--- src/rtl/vpg_mode_ctrl.sv ---
// -----------------------------------------------------------------------------
// vpg_mode_ctrl
//
// Owns the eight live timing registers that drive the HDMI pattern generator
// and sequences a glitch-free video mode change:
//   wait for a frame boundary -> hold generator in reset -> request pixel-PLL
//   reconfiguration -> load new timing -> wait for PLL lock -> settle ->
//   release the generator.
//
// Ports:
//   clk, reset        controller clock and synchronous active-high reset
//   mode_req          one-cycle request strobe, only honoured while idle
//   mode_sel          requested mode (0=640x480, 1=1920x1080, 2=1280x720,
//                     3=custom shadow set)
//   cfg_we/addr/data  write port for the custom shadow timing registers
//   vpg_vs            generator vsync, already synchronised to clk
//   pll_req/pll_mode  PLL reconfiguration request (level) and target mode
//   pll_ack           PLL reconfigured and locked
//   gen_rst_n         active-low reset to the generator
//   h_*/v_*           live timing registers
//   cur_mode          mode currently loaded into the live registers
//   busy              high whenever a sequence (or boot settle) is running
//   done              one-cycle pulse on return to idle
//   err               sticky flags: bit0 frame timeout, bit1 PLL timeout
// -----------------------------------------------------------------------------
module vpg_mode_ctrl #(
   parameter int unsigned SETTLE_CYCLES = 16,
   parameter int unsigned FRAME_TIMEOUT = 2000000,
   parameter int unsigned PLL_TIMEOUT   = 1000000
) (
   input  logic        clk,
   input  logic        reset,
   input  logic        mode_req,
   input  logic [1:0]  mode_sel,
   input  logic        cfg_we,
   input  logic [2:0]  cfg_addr,
   input  logic [11:0] cfg_data,
   input  logic        vpg_vs,
   output logic        pll_req,
   output logic [1:0]  pll_mode,
   input  logic        pll_ack,
   output logic        gen_rst_n,
   output logic [11:0] h_total,
   output logic [11:0] h_sync,
   output logic [11:0] h_start,
   output logic [11:0] h_end,
   output logic [11:0] v_total,
   output logic [11:0] v_sync,
   output logic [11:0] v_start,
   output logic [11:0] v_end,
   output logic [1:0]  cur_mode,
   output logic        busy,
   output logic        done,
   output logic [1:0]  err
);

   typedef enum logic [2:0] {
      S_IDLE,
      S_WAIT_FRAME,
      S_HOLD,
      S_LOAD,
      S_WAIT_PLL,
      S_SETTLE
   } state_t;

   // Timing sets packed as [7:0][11:0]; element 0 is h_total, element 7 is v_end.
   localparam logic [7:0][11:0] MODE0 = {12'd514, 12'd34, 12'd1, 12'd524,
                                         12'd781, 12'd141, 12'd95, 12'd799};
   localparam logic [7:0][11:0] MODE1 = {12'd1120, 12'd40, 12'd4, 12'd1124,
                                         12'd2109, 12'd189, 12'd43, 12'd2199};
   localparam logic [7:0][11:0] MODE2 = {12'd744, 12'd24, 12'd4, 12'd749,
                                         12'd1537, 12'd257, 12'd39, 12'd1649};

   localparam logic [31:0] FRAME_LAST  = 32'(FRAME_TIMEOUT - 1);
   localparam logic [31:0] PLL_LAST    = 32'(PLL_TIMEOUT - 1);
   localparam logic [31:0] SETTLE_LAST = 32'(SETTLE_CYCLES - 1);

   state_t            state_q, state_d;
   logic [31:0]       cnt_q, cnt_d;
   logic [31:0]       cnt_inc;
   logic [1:0]        tgt_q, tgt_d;
   logic              vs_prev_q, vs_prev_d;
   logic [7:0][11:0]  live_q, live_d;
   logic [7:0][11:0]  shadow_q, shadow_d;
   logic [7:0][11:0]  tgt_set;
   logic [1:0]        cur_mode_q, cur_mode_d;
   logic              pll_req_q, pll_req_d;
   logic [1:0]        pll_mode_q, pll_mode_d;
   logic              gen_rst_n_q, gen_rst_n_d;
   logic              done_q, done_d;
   logic [1:0]        err_q, err_d;
   logic              vs_rise;

   // Timing set selected by the latched target mode; mode 3 uses the shadow copy.
   always_comb begin
      tgt_set = MODE0;
      unique case (tgt_q)
         2'd0:    tgt_set = MODE0;
         2'd1:    tgt_set = MODE1;
         2'd2:    tgt_set = MODE2;
         default: tgt_set = shadow_q;
      endcase
   end

   // Next-state logic for the sequencer and all registered outputs.
   // The counter saturates and is cleared on every state entry.
   always_comb begin
      state_d     = state_q;
      cnt_inc     = (cnt_q == 32'hFFFF_FFFF) ? cnt_q : cnt_q + 32'd1;
      cnt_d       = cnt_inc;
      tgt_d       = tgt_q;
      vs_prev_d   = vpg_vs;
      live_d      = live_q;
      shadow_d    = shadow_q;
      cur_mode_d  = cur_mode_q;
      pll_req_d   = pll_req_q;
      pll_mode_d  = pll_mode_q;
      gen_rst_n_d = gen_rst_n_q;
      done_d      = 1'b0;
      err_d       = err_q;
      vs_rise     = vpg_vs & ~vs_prev_q;

      // Shadow writes are accepted in every state; they reach the live
      // registers only through a later load.
      if (cfg_we) begin
         shadow_d[cfg_addr] = cfg_data;
      end

      unique case (state_q)
         S_IDLE: begin
            cnt_d = 32'd0;
            if (mode_req) begin
               tgt_d   = mode_sel;
               err_d   = 2'b00;
               state_d = S_WAIT_FRAME;
            end
         end
         S_WAIT_FRAME: begin
            // A vsync edge wins over a simultaneous timeout.
            if (vs_rise || (cnt_q == FRAME_LAST)) begin
               if (!vs_rise) begin
                  err_d[0] = 1'b1;
               end
               gen_rst_n_d = 1'b0;
               pll_req_d   = 1'b1;
               pll_mode_d  = tgt_q;
               cnt_d       = 32'd0;
               state_d     = S_HOLD;
            end
         end
         S_HOLD: begin
            cnt_d   = 32'd0;
            state_d = S_LOAD;
         end
         S_LOAD: begin
            live_d     = tgt_set;
            cur_mode_d = tgt_q;
            cnt_d      = 32'd0;
            state_d    = S_WAIT_PLL;
         end
         S_WAIT_PLL: begin
            if (pll_ack || (cnt_q == PLL_LAST)) begin
               if (!pll_ack) begin
                  err_d[1] = 1'b1;
               end
               pll_req_d = 1'b0;
               cnt_d     = 32'd0;
               state_d   = S_SETTLE;
            end
         end
         S_SETTLE: begin
            if (cnt_q == SETTLE_LAST) begin
               gen_rst_n_d = 1'b1;
               done_d      = 1'b1;
               cnt_d       = 32'd0;
               state_d     = S_IDLE;
            end
         end
         default: begin
            cnt_d   = 32'd0;
            state_d = S_IDLE;
         end
      endcase
   end

   // State registers. Reset drops straight into SETTLE so boot releases the
   // generator without a PLL handshake.
   always_ff @(posedge clk) begin
      if (reset) begin
         state_q     <= S_SETTLE;
         cnt_q       <= 32'd0;
         tgt_q       <= 2'd0;
         vs_prev_q   <= 1'b0;
         live_q      <= MODE0;
         shadow_q    <= MODE0;
         cur_mode_q  <= 2'd0;
         pll_req_q   <= 1'b0;
         pll_mode_q  <= 2'd0;
         gen_rst_n_q <= 1'b0;
         done_q      <= 1'b0;
         err_q       <= 2'b00;
      end else begin
         state_q     <= state_d;
         cnt_q       <= cnt_d;
         tgt_q       <= tgt_d;
         vs_prev_q   <= vs_prev_d;
         live_q      <= live_d;
         shadow_q    <= shadow_d;
         cur_mode_q  <= cur_mode_d;
         pll_req_q   <= pll_req_d;
         pll_mode_q  <= pll_mode_d;
         gen_rst_n_q <= gen_rst_n_d;
         done_q      <= done_d;
         err_q       <= err_d;
      end
   end

   assign h_total   = live_q[0];
   assign h_sync    = live_q[1];
   assign h_start   = live_q[2];
   assign h_end     = live_q[3];
   assign v_total   = live_q[4];
   assign v_sync    = live_q[5];
   assign v_start   = live_q[6];
   assign v_end     = live_q[7];
   assign cur_mode  = cur_mode_q;
   assign pll_req   = pll_req_q;
   assign pll_mode  = pll_mode_q;
   assign gen_rst_n = gen_rst_n_q;
   assign done      = done_q;
   assign err       = err_q;
   assign busy      = (state_q != S_IDLE);

endmodule

--- config.mk ---
export PLATFORM = sky130hd
export DESIGN_NAME = vpg_mode_ctrl
export DESIGN_NICKNAME = d
export VERILOG_FILES = /design/src/rtl/vpg_mode_ctrl.sv
export SDC_FILE = /design/constraint.sdc
export NUM_CORES = 1
export LEC_CHECK = 0
export CAP_MARGIN = 40
export CORE_AREA = 5 5 144 146
export CTS_BUF_LIST = sky130_fd_sc_hd__clkbuf_2 sky130_fd_sc_hd__clkbuf_4 sky130_fd_sc_hd__clkbuf_8
export DETAILED_ROUTE_END_ITERATION = 10
export DIE_AREA = 0 0 149 151
export GPL_ROUTABILITY_DRIVEN = 0
export PLACE_DENSITY = 0.84
export SLEW_MARGIN = 20
export SYNTH_ARGS = -nofsm -noshare
export SYNTH_HDL_FRONTEND = slang
export SYNTH_SLANG_ARGS = --single-unit
export TNS_END_PERCENT = 100
--- constraint.sdc ---
create_clock -name clk -period 4.1 [get_ports clk]
set_clock_uncertainty 0.2 [all_clocks]
set_input_delay 0.82 -clock clk [delete_from_list [all_inputs] [get_ports clk]]
set_output_delay 0.82 -clock clk [all_outputs]
set_load 0.01 [all_outputs]
### Word level (Yosys, flattened, before mapping)

Cells that the tools add are included.
Widths: inputs -> output; s select.

* order comparisons: 2
* reductions and logical operators: 18
* div/mod/pow operators: 0
* mux-type cells: 28
* equal/unequal tests: 17
* $add $sub $neg: 1
* $mul: 0
* bitwise logic cells: 3
* shifts and indexed selects: 0

Operators with widths (count)
* $pmux 96 s3: 1
* $mux 32: 4
* $bwmux 96: 1
* $pmux 32 s3: 1
* $demux 12 s3: 1
* $add 32x1->32 const B: 1
* $eq 32x20->1 const B: 1
* $eq 32x21->1 const B: 1
* $eq 32x32->1 const B: 1
* $eq 32x4->1 const B: 1
* $pmux 3 s6: 1
* $mux 12: 1
* $mux 3: 4
* $ne 2x2->1 const B: 6
* $reduce_and 4->1: 3
* $mux 1: 9
* $pmux 1 s2: 4
* $reduce_bool 2->1: 4
* $eq 3x2->1 const B: 2
* $eq 3x3->1 const B: 2
* $reduce_and 3->1: 2
* $lt 3x4->1 const B: 1
* $reduce_and 2->1: 2
* $eq 3x1->1 const B: 1
* other kinds (12): 14

* ROM bits: 0
* memories: 0
* bits in latches: 0
* word-level logic and storage cells: 96
* bits in writable memories: 0
* bits in registers: 239
* input port bits: 23

### Logic depth before layout (Yosys ltp)

* depth in word-level cells: 5
* depth in mapped cells: 9
* gate-level depth less buffers: 6

### Least setup slack after synthesis

Ideal clock, no wire load.

* path type: input port to flip-flop
* start: in cfg_addr[0]
* end: reg shadow_q[0] (netlist name)
* library setup time: 129 ps
* data required time: 3771 ps
* arrival time: 1931 ps
* setup slack: 1839 ps
* cell stages on the path: 5
* cells stage by stage: clkbuf_1 nor3_1 buf_2 mux2i_1 nand2_1

* word-level cells in the longest chain between the ends: 5

RTL lines
* start: declaration: RTL line 36 `input logic [2:0] cfg_addr,`
* $lt 3x4->1 (not written as such) / $ge 3x1->1 (equally long branches): RTL line 126 `shadow_d[cfg_addr] = cfg_data;`
* $logic_and 1x1->1 (not written as such): RTL line 126
* $mux 12 (not written as such): RTL line 126
* $demux 12 s3 *: RTL line 126
* $bwmux 96 *: RTL line 126
* end signal: assignment: RTL line 208 `shadow_q <= shadow_d;`
* end: declaration: RTL line 84 `logic [7:0][11:0] shadow_q, shadow_d;`

Every way passes the cells marked *; elsewhere a longest branch is shown, timed or not.
A chain may end at the register's enable or synchronous reset.

### Worst setup path in the final report

* start: reg state_q[2]
* end: out busy

* word-level cells in the longest chain between the ends: 1

RTL lines
* start: declaration: RTL line 78 `state_t state_q, state_d;`
* start signal: assignment: RTL line 203 `state_q <= state_d;`
* $reduce_bool 3->1: RTL line 232 `assign busy = (state_q != S_IDLE);`
* end: declaration: RTL line 52 `output logic busy,`

No other way between the ends.

==> results.toml <==
[outcome]
status = "finished clean"

[setup_path]
r2r_setup_slack_ns = 1.59
critical-path-top-delay-family = "buffers and inverters"
rr_endpoint = "cnt_q[12]"
cp-end-kind = "output port"
worst_setup_path_start_kind = "register"
crit_arrival_ns = 1.88
r2r_cells = 7
critical_path_buf_inv_count = 1
cpMaxStageDelayCell = "clkdlybuf4s50_1"
worstSetupPathType = "register to output port"
required_ns = 3.08
r2r-start = "cnt_q[0]"
crit_fanout = 11
path_cells = "or3_1, clkdlybuf4s50_1"
slowest_delay_ns = 0.49

[global_route]
antenna_found_initial = 0
grt_start_max_net_pins = 72
grt-ovfl-total = 0
grt_pass1_wl_mm = 41.8
first_global_vias = 8209
grt_use_total = 0.227

[routing]
viasPerCell = 5.64
routed_wl_mm = 26.0
drt_pre_antenna_iters = 5
drtIter0Drc = 753
vias = 8648
drc = 0
final_antenna_net_count = 0
routedWlPerCell_um = 17.0

[cts]
cts.sinks = 239
path_clk_slew_ns = 0.06
insertion_delay_ns = 0.55
cts_root_buffer = "clkbuf_8"
cts_max_path_buffers = 3
cts_setup_buffers = 0
cts_resized = 0
cts_tree = "done"
hold_buffers = 0
cts_buffers = 39
cts.htree.levels = 2

[layout]
final_util = 0.603
fin_cells = 1534
diodes = 0
final-seq-area_um2 = 4780
area_growth_pct = 22.8
layout.nets = 1268
multi_input_area_um2 = 4270
fill_cells = 1644
layout-drive-gt1-share = 0.0764

[worst_hold_path]
min_to = "v_sync[4]"
worst_hold_path_type = "register to register"
hold_depth = 2
hp-start = "v_sync[4]"

[timing]
relSlewSlack = 0.443
fmax_ghz = 0.345
rsz0062_at_grt = "no"
post-route-period-util = 0.707
hold_viol = 0
hold_ws_ns = 0.252
finalSetupTns_ns = 0
worst_pin_slew_ns = 0.832
setup_viol = 0
maxSlewViolCount = 0
min_period_ns = 2.90

[pwr]
p_per_area_nw_per_um2 = 404
p_total_w = 0.00470
leakage_nw = 3.89
ir_drop_uv = 271

[floorplanning]
start_util = 0.491
dieArea_um2 = 22500
die_height_um = 151
rows = 51
die_x_um = 149
ios = 129
coreArea_um2 = 19300

[synth]
ys_warn_count = 0
synth_edf_count = 0
syn_inst = 1158
synth-seq-area-share = 0.506
syn_area_per_cell_um2 = 8.17
synthArstFlopShare = 0
synth.distinct_cells = 47
ys_ff_latch = 239
synth_nets = 1186
synth_top_flop_cell = "dfxtp_1"
syn_area_um2 = 9460

[placed_design]
hpwl_mm = 17.1
post-place-cells = 1462
port_buffers = 128

[run]
drv_cap = 0
through the flow:
stage          worst slack (ns)  instance area, um^2
2_1_floorplan              1.84                 9460
5_1_grt                    1.11                11600
6_report                   1.20                11600
3_3_place_gp               1.33                10800
4_1_cts                    1.18                11600
3_5_place_dp               1.18                10800
state kept, by name, summed over array words and instances (netlist names), 3 cells and up:
signal / cells
h_sync: 12
shadow_q: 96
h_total: 12
h_end: 12
h_start: 12
v_end: 12
v_sync: 12
v_start: 12
state_q: 3
cnt_q: 32
v_total: 12
report_power, final:
part / switching [W] / leakage, nW / internal (W)
combinational: 0.000106 / 1.52 / 0.0000493
sequential: 0.0000164 / 1.93 / 0.00235
clock: 0.000941 / 0.437 / 0.00124
total: 0.00106 / 3.89 / 0.00363
cells by family (layout without fill, tap and decap cells):
family | count (synthesis) | in the layout | synth area share
AOI/OAI and AO/OA | 238 | 238 | 0.150
xor gates and xnor gates | 12 | 12 | 0.0111
adders and majority gates | 5 | 5 | 0.00661
buffers and inverters | 107 | 218 | 0.0473
DFF | 239 | 239 | 0.506
muxes | 15 | 15 | 0.0159
and+or+nand+nor | 542 | 542 | 0.263
cell type report:
class / instances / share of cell area
timing repair buffer: 140 / 0.118
clock buffer: 63 / 0.0687
multi-input combinational: 812 / 0.367
inverter: 8 / 0.00258
sequential: 239 / 0.412
tap: 265 / 0.0285
clock inverter: 7 / 0.00387
placed cells by master, fill, tap and decap left out, types with 3 or more instances in the layout:
| master | instances |
|---|---|
| clkbuf_4 | 11 |
| o21ai_0 | 36 |
| nand2b_1 | 13 |
| a221o_1 | 9 |
| and2_1 | 4 |
| dfxtp_1 | 239 |
| or2_2 | 3 |
| and4_1 | 10 |
| and3_1 | 5 |
| xor2_1 | 4 |
| buf_4 | 13 |
| a211oi_1 | 40 |
| nor3b_1 | 9 |
| nor2b_1 | 11 |
| nand4_1 | 10 |
| clkbuf_8 | 52 |
| inv_1 | 8 |
| nor4_1 | 9 |
| xnor2_1 | 8 |
| o31ai_1 | 9 |
| or3_1 | 16 |
| nand3_1 | 77 |
| or4_1 | 9 |
| nor2_1 | 80 |
| clkinv_2 | 3 |
| clkdlybuf4s50_1 | 127 |
| mux2i_1 | 15 |
| nor3_1 | 34 |
| nand2_1 | 246 |
| clkinvlp_4 | 4 |
| a21oi_1 | 127 |
| ha_1 | 4 |
per-layer routing:
layer | share of wire | wire length [um] | GRT usage | vias up
met5 | 0 | 0 | 0 | -
met4 | 0.030 | 792 | 0.0883 | 0
met3 | 0.073 | 1910 | 0.0512 | 58
met2 | 0.46 | 12100 | 0.366 | 340
met1 | 0.43 | 11300 | 0.298 | 4086
li1 | - | - | - | 4164
cell usage after synthesis (all sizes together) (13+ instances only):
library cell / count / area, um^2
a211oi: 40 / 300
mux2i: 15 / 150
nor3: 35 / 175
o21ai: 36 / 180
nand3: 77 / 385
a21oi: 129 / 653
nand2b: 13 / 81.3
buf: 19 / 104
dfxtp: 239 / 4780
clkbuf: 80 / 314
nand2: 246 / 923
nor2: 81 / 304
or3: 16 / 100
worst max-delay path by stage:
stage | cells past startpoint | slack (ns) | endpoint | from
2_1_floorplan | 5 | 1.84 | shadow_q[0] | cfg_addr[0]
3_3_place_gp | 5 | 1.33 | shadow_q[47] | cfg_addr[2]
3_5_place_dp | 5 | 1.18 | shadow_q[23] | cfg_addr[2]
4_1_cts | 2 | 1.18 | busy | state_q[2]
5_1_grt | 2 | 1.11 | busy | state_q[2]
6_report | 2 | 1.20 | busy | state_q[2]
tightest hold or removal path, cell delays in order (launching register included):
cell	delay, ns
dfxtp_1	0.31
nand2_1	0.05
a21oi_1	0.05
Note: power is estimated with default switching activity, not from simulation.
